[config.mk]
export PLATFORM = sky130hd
export DESIGN_NAME = fusion_operand_sequencer
export DESIGN_NICKNAME = d
export VERILOG_FILES = /design/src/rtl/fusion_pkg.sv /design/src/rtl/fusion_slice_gen.sv /design/src/rtl/fusion_operand_sequencer.sv
export SDC_FILE = /design/constraint.sdc
export NUM_CORES = 1
export LEC_CHECK = 0
export BUFFER_PORTS_ARGS = -buffer_cell sky130_fd_sc_hd__buf_2
export CAP_MARGIN = 20
export CORE_AREA = 4 4 115 117
export CTS_CLUSTER_DIAMETER = 30
export DETAILED_ROUTE_END_ITERATION = 7
export DIE_AREA = 0 0 119 121
export HOLD_SLACK_MARGIN = 0.02
export PLACE_DENSITY_LB_ADDON = 0.12
export SLEW_MARGIN = 20
export SYNTH_ARGS = -nofsm -noshare
export SYNTH_HDL_FRONTEND = slang
export SYNTH_SLANG_ARGS = --single-unit
[constraint.sdc]
create_clock -name clk -period 8.8 [get_ports clk]
set_input_delay 0.88 -clock clk [delete_from_list [all_inputs] [get_ports clk]]
set_output_delay 0.88 -clock clk [all_outputs]
set_load 0.01 [all_outputs]
[src/rtl/fusion_pkg.sv]
// Shared types and constants for the fused 4x4 multiplier operand sequencer.
package fusion_pkg;

  localparam logic [3:0]  FUSE_4X4 = 4'b1011;
  localparam int unsigned SLICE_W  = 4;
  localparam int unsigned PROD_W   = 16;

  typedef enum logic {
    PREC4 = 1'b0,
    PREC8 = 1'b1
  } prec_e;

  typedef enum logic [1:0] {
    IDLE,
    RUN,
    HOLD
  } state_e;

endpackage

[src/rtl/fusion_slice_gen.sv]
// Maps a pass index onto operand slices, bitbrick sign flags and accumulate shift.
module fusion_slice_gen
  import fusion_pkg::*;
(
  input  logic [1:0]         i_pass,
  input  logic [7:0]         i_a,
  input  logic [7:0]         i_b,
  input  logic               i_sa,
  input  logic               i_sb,
  input  prec_e              i_prec,
  output logic [SLICE_W-1:0] o_fu_a,
  output logic [SLICE_W-1:0] o_fu_b,
  output logic [1:0]         o_fu_sa,
  output logic [1:0]         o_fu_sb,
  output logic [3:0]         o_shift,
  output logic               o_ext_signed
);

  logic w_a_hi;
  logic w_b_hi;
  logic w_a_signed;
  logic w_b_signed;

  // Pass bit 0 selects the high A slice, bit 1 the high B slice.
  assign w_a_hi     = (i_prec == PREC8) && i_pass[0];
  assign w_b_hi     = (i_prec == PREC8) && i_pass[1];
  assign w_a_signed = i_sa && ((i_prec == PREC4) || w_a_hi);
  assign w_b_signed = i_sb && ((i_prec == PREC4) || w_b_hi);

  assign o_fu_a       = w_a_hi ? i_a[7:4] : i_a[3:0];
  assign o_fu_b       = w_b_hi ? i_b[7:4] : i_b[3:0];
  assign o_fu_sa      = {w_a_signed, 1'b0};
  assign o_fu_sb      = {w_b_signed, 1'b0};
  assign o_shift      = {w_a_hi && w_b_hi, w_a_hi ^ w_b_hi, 2'b00};
  assign o_ext_signed = w_a_signed || w_b_signed;

endmodule

[src/rtl/fusion_operand_sequencer.sv]
// Issues 4-bit operand passes to a fused 4x4 multiplier and shift-accumulates
// the returned partial products into a 16-bit result.
module fusion_operand_sequencer
  import fusion_pkg::*;
#(
  parameter int unsigned FU_LAT = 0
) (
  input  logic                clk,
  input  logic                rst,
  input  logic                in_valid,
  output logic                in_ready,
  input  logic [7:0]          in_a,
  input  logic [7:0]          in_b,
  input  logic                in_sa,
  input  logic                in_sb,
  input  logic                in_prec,
  output logic [SLICE_W-1:0]  fu_a,
  output logic [SLICE_W-1:0]  fu_b,
  output logic [1:0]          fu_sa,
  output logic [1:0]          fu_sb,
  output logic                fu_sft_ctrl_1,
  output logic                fu_sft_ctrl_2,
  output logic [1:0]          fu_sft_ctrl_3,
  output logic                fu_issue,
  input  logic [PROD_W-1:0]   fu_out,
  output logic                out_valid,
  input  logic                out_ready,
  output logic [PROD_W-1:0]   out_prod
);

  state_e              r_state;
  state_e              w_next;
  logic [7:0]          r_a;
  logic [7:0]          r_b;
  logic                r_sa;
  logic                r_sb;
  prec_e               r_prec;
  logic [PROD_W-1:0]   r_acc;
  logic [2:0]          r_issue_cnt;
  logic [2:0]          r_cap_cnt;
  logic [2:0]          w_npass;
  logic                w_accept;
  logic                w_issuing;
  logic                w_cap_valid;
  logic [1:0]          w_cap_pass;
  logic                w_last_cap;

  logic [SLICE_W-1:0]  w_iss_a;
  logic [SLICE_W-1:0]  w_iss_b;
  logic [1:0]          w_iss_sa;
  logic [1:0]          w_iss_sb;
  logic [3:0]          w_unused_iss_shift;
  logic                w_unused_iss_ext;

  logic [3:0]          w_cap_shift;
  logic                w_cap_ext;
  logic [SLICE_W-1:0]  w_unused_cap_a;
  logic [SLICE_W-1:0]  w_unused_cap_b;
  logic [1:0]          w_unused_cap_sa;
  logic [1:0]          w_unused_cap_sb;
  logic [7:0]          w_unused_fu_hi;
  logic [PROD_W-1:0]   w_part;

  assign w_npass     = (r_prec == PREC8) ? 3'd4 : 3'd1;
  assign in_ready    = (r_state == IDLE) && !rst;
  assign w_accept    = in_valid && in_ready;
  assign w_issuing   = (r_state == RUN) && (r_issue_cnt < w_npass);
  assign w_last_cap  = w_cap_valid && (r_cap_cnt == (w_npass - 3'd1));

  fusion_slice_gen u_issue_slice (
    .i_pass       (r_issue_cnt[1:0]),
    .i_a          (r_a),
    .i_b          (r_b),
    .i_sa         (r_sa),
    .i_sb         (r_sb),
    .i_prec       (r_prec),
    .o_fu_a       (w_iss_a),
    .o_fu_b       (w_iss_b),
    .o_fu_sa      (w_iss_sa),
    .o_fu_sb      (w_iss_sb),
    .o_shift      (w_unused_iss_shift),
    .o_ext_signed (w_unused_iss_ext)
  );

  // The capture side re-derives shift/extension from the delayed pass index.
  fusion_slice_gen u_capture_slice (
    .i_pass       (w_cap_pass),
    .i_a          (r_a),
    .i_b          (r_b),
    .i_sa         (r_sa),
    .i_sb         (r_sb),
    .i_prec       (r_prec),
    .o_fu_a       (w_unused_cap_a),
    .o_fu_b       (w_unused_cap_b),
    .o_fu_sa      (w_unused_cap_sa),
    .o_fu_sb      (w_unused_cap_sb),
    .o_shift      (w_cap_shift),
    .o_ext_signed (w_cap_ext)
  );

  if (FU_LAT == 0) begin : g_no_delay
    assign w_cap_valid = w_issuing;
    assign w_cap_pass  = r_issue_cnt[1:0];
  end else begin : g_delay
    logic       r_dly_v [FU_LAT];
    logic [1:0] r_dly_p [FU_LAT];

    always_ff @(posedge clk) begin
      if (rst) begin
        for (int unsigned i = 0; i < FU_LAT; i++) begin
          r_dly_v[i] <= 1'b0;
          r_dly_p[i] <= '0;
        end
      end else begin
        r_dly_v[0] <= w_issuing;
        r_dly_p[0] <= r_issue_cnt[1:0];
        for (int unsigned i = 1; i < FU_LAT; i++) begin
          r_dly_v[i] <= r_dly_v[i-1];
          r_dly_p[i] <= r_dly_p[i-1];
        end
      end
    end

    assign w_cap_valid = r_dly_v[FU_LAT-1] && (r_state == RUN);
    assign w_cap_pass  = r_dly_p[FU_LAT-1];
  end

  assign w_unused_fu_hi = fu_out[15:8];
  assign w_part = (w_cap_ext ? {{8{fu_out[7]}}, fu_out[7:0]}
                             : {8'h00, fu_out[7:0]}) << w_cap_shift;

  always_comb begin
    w_next = r_state;
    unique case (r_state)
      IDLE:    if (w_accept)   w_next = RUN;
      RUN:     if (w_last_cap) w_next = HOLD;
      HOLD:    if (out_ready)  w_next = IDLE;
      default: w_next = IDLE;
    endcase
  end

  always_ff @(posedge clk) begin
    if (rst) begin
      r_state     <= IDLE;
      r_a         <= '0;
      r_b         <= '0;
      r_sa        <= 1'b0;
      r_sb        <= 1'b0;
      r_prec      <= PREC4;
      r_acc       <= '0;
      r_issue_cnt <= '0;
      r_cap_cnt   <= '0;
    end else begin
      r_state <= w_next;
      if (w_accept) begin
        r_a         <= in_a;
        r_b         <= in_b;
        r_sa        <= in_sa;
        r_sb        <= in_sb;
        r_prec      <= prec_e'(in_prec);
        r_acc       <= '0;
        r_issue_cnt <= '0;
        r_cap_cnt   <= '0;
      end else begin
        if (w_issuing) begin
          r_issue_cnt <= r_issue_cnt + 3'd1;
        end
        if (w_cap_valid) begin
          r_cap_cnt <= r_cap_cnt + 3'd1;
          r_acc     <= r_acc + w_part;
        end
      end
    end
  end

  assign fu_a          = w_issuing ? w_iss_a  : '0;
  assign fu_b          = w_issuing ? w_iss_b  : '0;
  assign fu_sa         = w_issuing ? w_iss_sa : '0;
  assign fu_sb         = w_issuing ? w_iss_sb : '0;
  assign fu_issue      = w_issuing;
  assign fu_sft_ctrl_3 = FUSE_4X4[3:2];
  assign fu_sft_ctrl_2 = FUSE_4X4[1];
  assign fu_sft_ctrl_1 = FUSE_4X4[0];
  assign out_valid     = (r_state == HOLD);
  assign out_prod      = r_acc;

endmodule

==> flow_summary.yaml <==
outcome:
  outcome: "completed"
critical_path:
  cp-start-kind: "flop"
  cp.required_ns: 9.02
  worst_setup_path_end_kind: "flop"
  arrival_ns: 4.00
  crit_slowest_cell: "ha_1"
  crit_path_max_incr_delay_ns: 0.54
  crit_type: "reg -> reg"
  critPathMaxFanout: 16
  cpMostUsedCell: "a21oi_1"
  critical_path.cell_chain: "nand2_1 -> inv_1 -> ha_1 -> inv_1 -> and3_1 -> a21oi_1 -> o21ai_0 -> ha_1 -> a21oi_1 -> o21ai_0 -> nand2_1 -> a31oi_1 -> or4_1 -> a21oi_1"
sta:
  setup_viol: 0
  min_period_over_period: 0.429
  whs_ns: 0.456
  finalHoldViolations: 0
  drv_slew: 0
  max_freq_ghz: 0.265
  grt_setup_unrepaired: "no"
  period_minus_slack_ns: 3.78
  fin_worst_skew_ns: 0.00733
  worstMarginPinSlew_ns: 0.861
  max_slew_margin: 0.426
  tns_ns: 0
  setup_ws_ns: 5.02
final_layout:
  nets: 478
  final_cell_mix: "nand2_1 (94), a21oi_1 (60), buf_2 (59)"
  area_growth_pct: 19.6
  n_antenna_cell: 0
  final_common_cell: "nand2_1"
  layout-drive-gt1-share: 0.179
drt:
  vias_per_cell: 4.41
  first_pass_iters: 4
  avgRoutedWirePerCell_um: 13.6
  vias: 2610
  remaining_drc_errors: 0
  routed_wl_um: 8080
  ant_nets: 0
  drt_iter0_drc: 103
power_and_ir_drop:
  power-per-cell-area_nw_per_um2: 155
  clkPwrFrac: 0.386
  switching_share: 0.318
  p_seq_frac: 0.418
  switchingPower_uw: 162
  irDropWorstVdd_v: 0.0000653
  p_comb_frac: 0.195
  leakagePower_nw: 1.39
  internal-power_uw: 347
cts:
  cts.sinks: 43
  cts.htree.levels: 2
  cts_tree: "yes"
  postCtsSetupRepairBufs: 0
  clock_latency_ns: 0.29
  root_buffer: "clkbuf_16"
  ctsResizeCount: 0
  numCtsBuffers: 5
  clkTransAtPathRegs_ns: 0.07
  cts.path.max_buffers: 2
  cts-hold-fix-buffers: 0
synth:
  syn_inst: 370
  synth-seq-cells: 43
  syn_avg_cell_area_um2: 7.42
  synthArstFlopShare: 0
  seq_area_frac_synth: 0.313
  ys.flop_type: "dfxtp_1"
  synth_edf_count: 0
  ys_warn_count: 0
  synthesis.area_um2: 2750
  synthDistinctLibCells: 45
placed_design:
  globalplace.congestion: 0.756
  dpl.hpwl_um: 5960
  pre_cts_ws_ns: 4.94
  portBuffers: 59
global_route:
  grt_use_total: 0.113
  grt_first_pass_wirelength_um: 13100
  gr-total-overflow: 0
  grt_antenna_before_repair: 0
  grt_pass1_vias: 2448
  grt_start_max_net_pins: 35
run:
  drv_cap: 0
worst_hold_path:
  hp-class: "reg -> reg"
floorplan:
  chipHeight_um: 121
  rows: 41
  die_w_um: 119
  die-area_um2: 14400
  initial_core_util: 0.222
  core_um2: 12400
  pin_count: 74
[registers in the layout, summed over array words and instances, names as in the netlist]
| signal | cells |
|---|---|
| out_prod | 16 |
| r_a | 8 |
| r_b | 8 |
| r_cap_cnt | 3 |
| r_issue_cnt | 3 |
| r_prec | 1 |
| r_sa | 1 |
| r_sb | 1 |
| r_state | 2 |
[path summary, 6_finish.rpt]
path	startpoint	endpoint	slack, ns	cells after the start
max reg2reg	r_prec	out_prod[15]	5.02	14
max	r_prec	out_prod[15]	5.02	14
min	r_b[5]	r_b[5]	0.46	2
min reg2reg	r_b[5]	r_b[5]	0.46	2
[synthesized netlist by cell type (2+ instances only)]
master	n	area, um2
nand2_1	94	353
a21oi_1	60	300
dfxtp_1	43	861
nor2_1	24	90.1
ha_1	19	238
o21ai_0	13	65.1
nand3_1	9	45.0
inv_1	8	30.0
buf_4	7	52.6
xor2_1	7	61.3
and2_1	6	37.5
clkbuf_1	6	22.5
xnor2_1	6	52.6
a21o_1	5	37.5
mux2i_1	5	50.1
nand4_1	5	31.3
a31oi_1	4	25.0
buf_2	4	20.0
nor3_1	4	20.0
or4_1	4	30.0
a211oi_1	3	22.5
clkbuf_8	3	41.3
nor2b_1	3	18.8
and3_1	2	12.5
buf_1	2	7.51
conb_1	2	7.51
nor4_1	2	12.5
o31ai_1	2	15.0
or3_1	2	12.5
[kinds of logic (layout without fill, tap and decap cells)]
family / count (synthesis) / after routing / share of synthesized area
xor+xnor: 13 / 13 / 0.0415
fa+ha+maj: 20 / 20 / 0.0939
other cells: 2 / 6 / 0.00273
compound gates: 97 / 97 / 0.210
flops: 43 / 43 / 0.313
buf+inv: 30 / 76 / 0.0633
mux: 5 / 5 / 0.0182
simple gates: 160 / 160 / 0.256
[metrics by stage]
stage | cell area [um2] | power [mW] | util | instances
final | 3280 | 0.509 | 0.266 | 592
after global routing | 3280 | 0.543 | 0.266 | 592
after CTS | 3280 | 0.521 | 0.266 | 592
after detailed placement | 3140 | 0.320 | 0.254 | 584
after global placement | 3140 | 0.319 | 0.254 | 584
after floorplan | 2760 | 0.290 | - | 374
[power by group through the flow]
stage | Sequential, mW | Combinational (mW) | Clock, mW
global placement | 0.218 | 0.102 | 0
finish | 0.213 | 0.0995 | 0.197
detailed placement | 0.218 | 0.102 | 0
CTS | 0.213 | 0.102 | 0.206
global route | 0.215 | 0.114 | 0.213
floorplan | 0.217 | 0.0732 | 0
[cell type report]
type	count	area (um2)
flip-flops and latches	43	861
inverters	8	30.0
fillers	1379	9080
multi-input cells	301	1730
clock inverters	3	23.8
well taps	172	215
clock buffers	5	125
repair buffers	60	303
[routing by layer]
metal	global-route usage	routed length [um]	up-vias
li1	-	-	1374
met4	0.0282	89	0
met2	0.181	3680	38
met3	0.0270	277	7
met1	0.154	4030	1191
met5	0	0	-
[worst max-delay path, delay by kind of cell, from the launching register on]
family,cells,cell delay (ns)
AOI/OAI and AO/OA,6,0.87
adders and majority gates,2,0.93
buffers and inverters,2,0.37
DFF,1,0.50
and+or+nand+nor,4,1.03
Power figures use the tool's default switching activity.
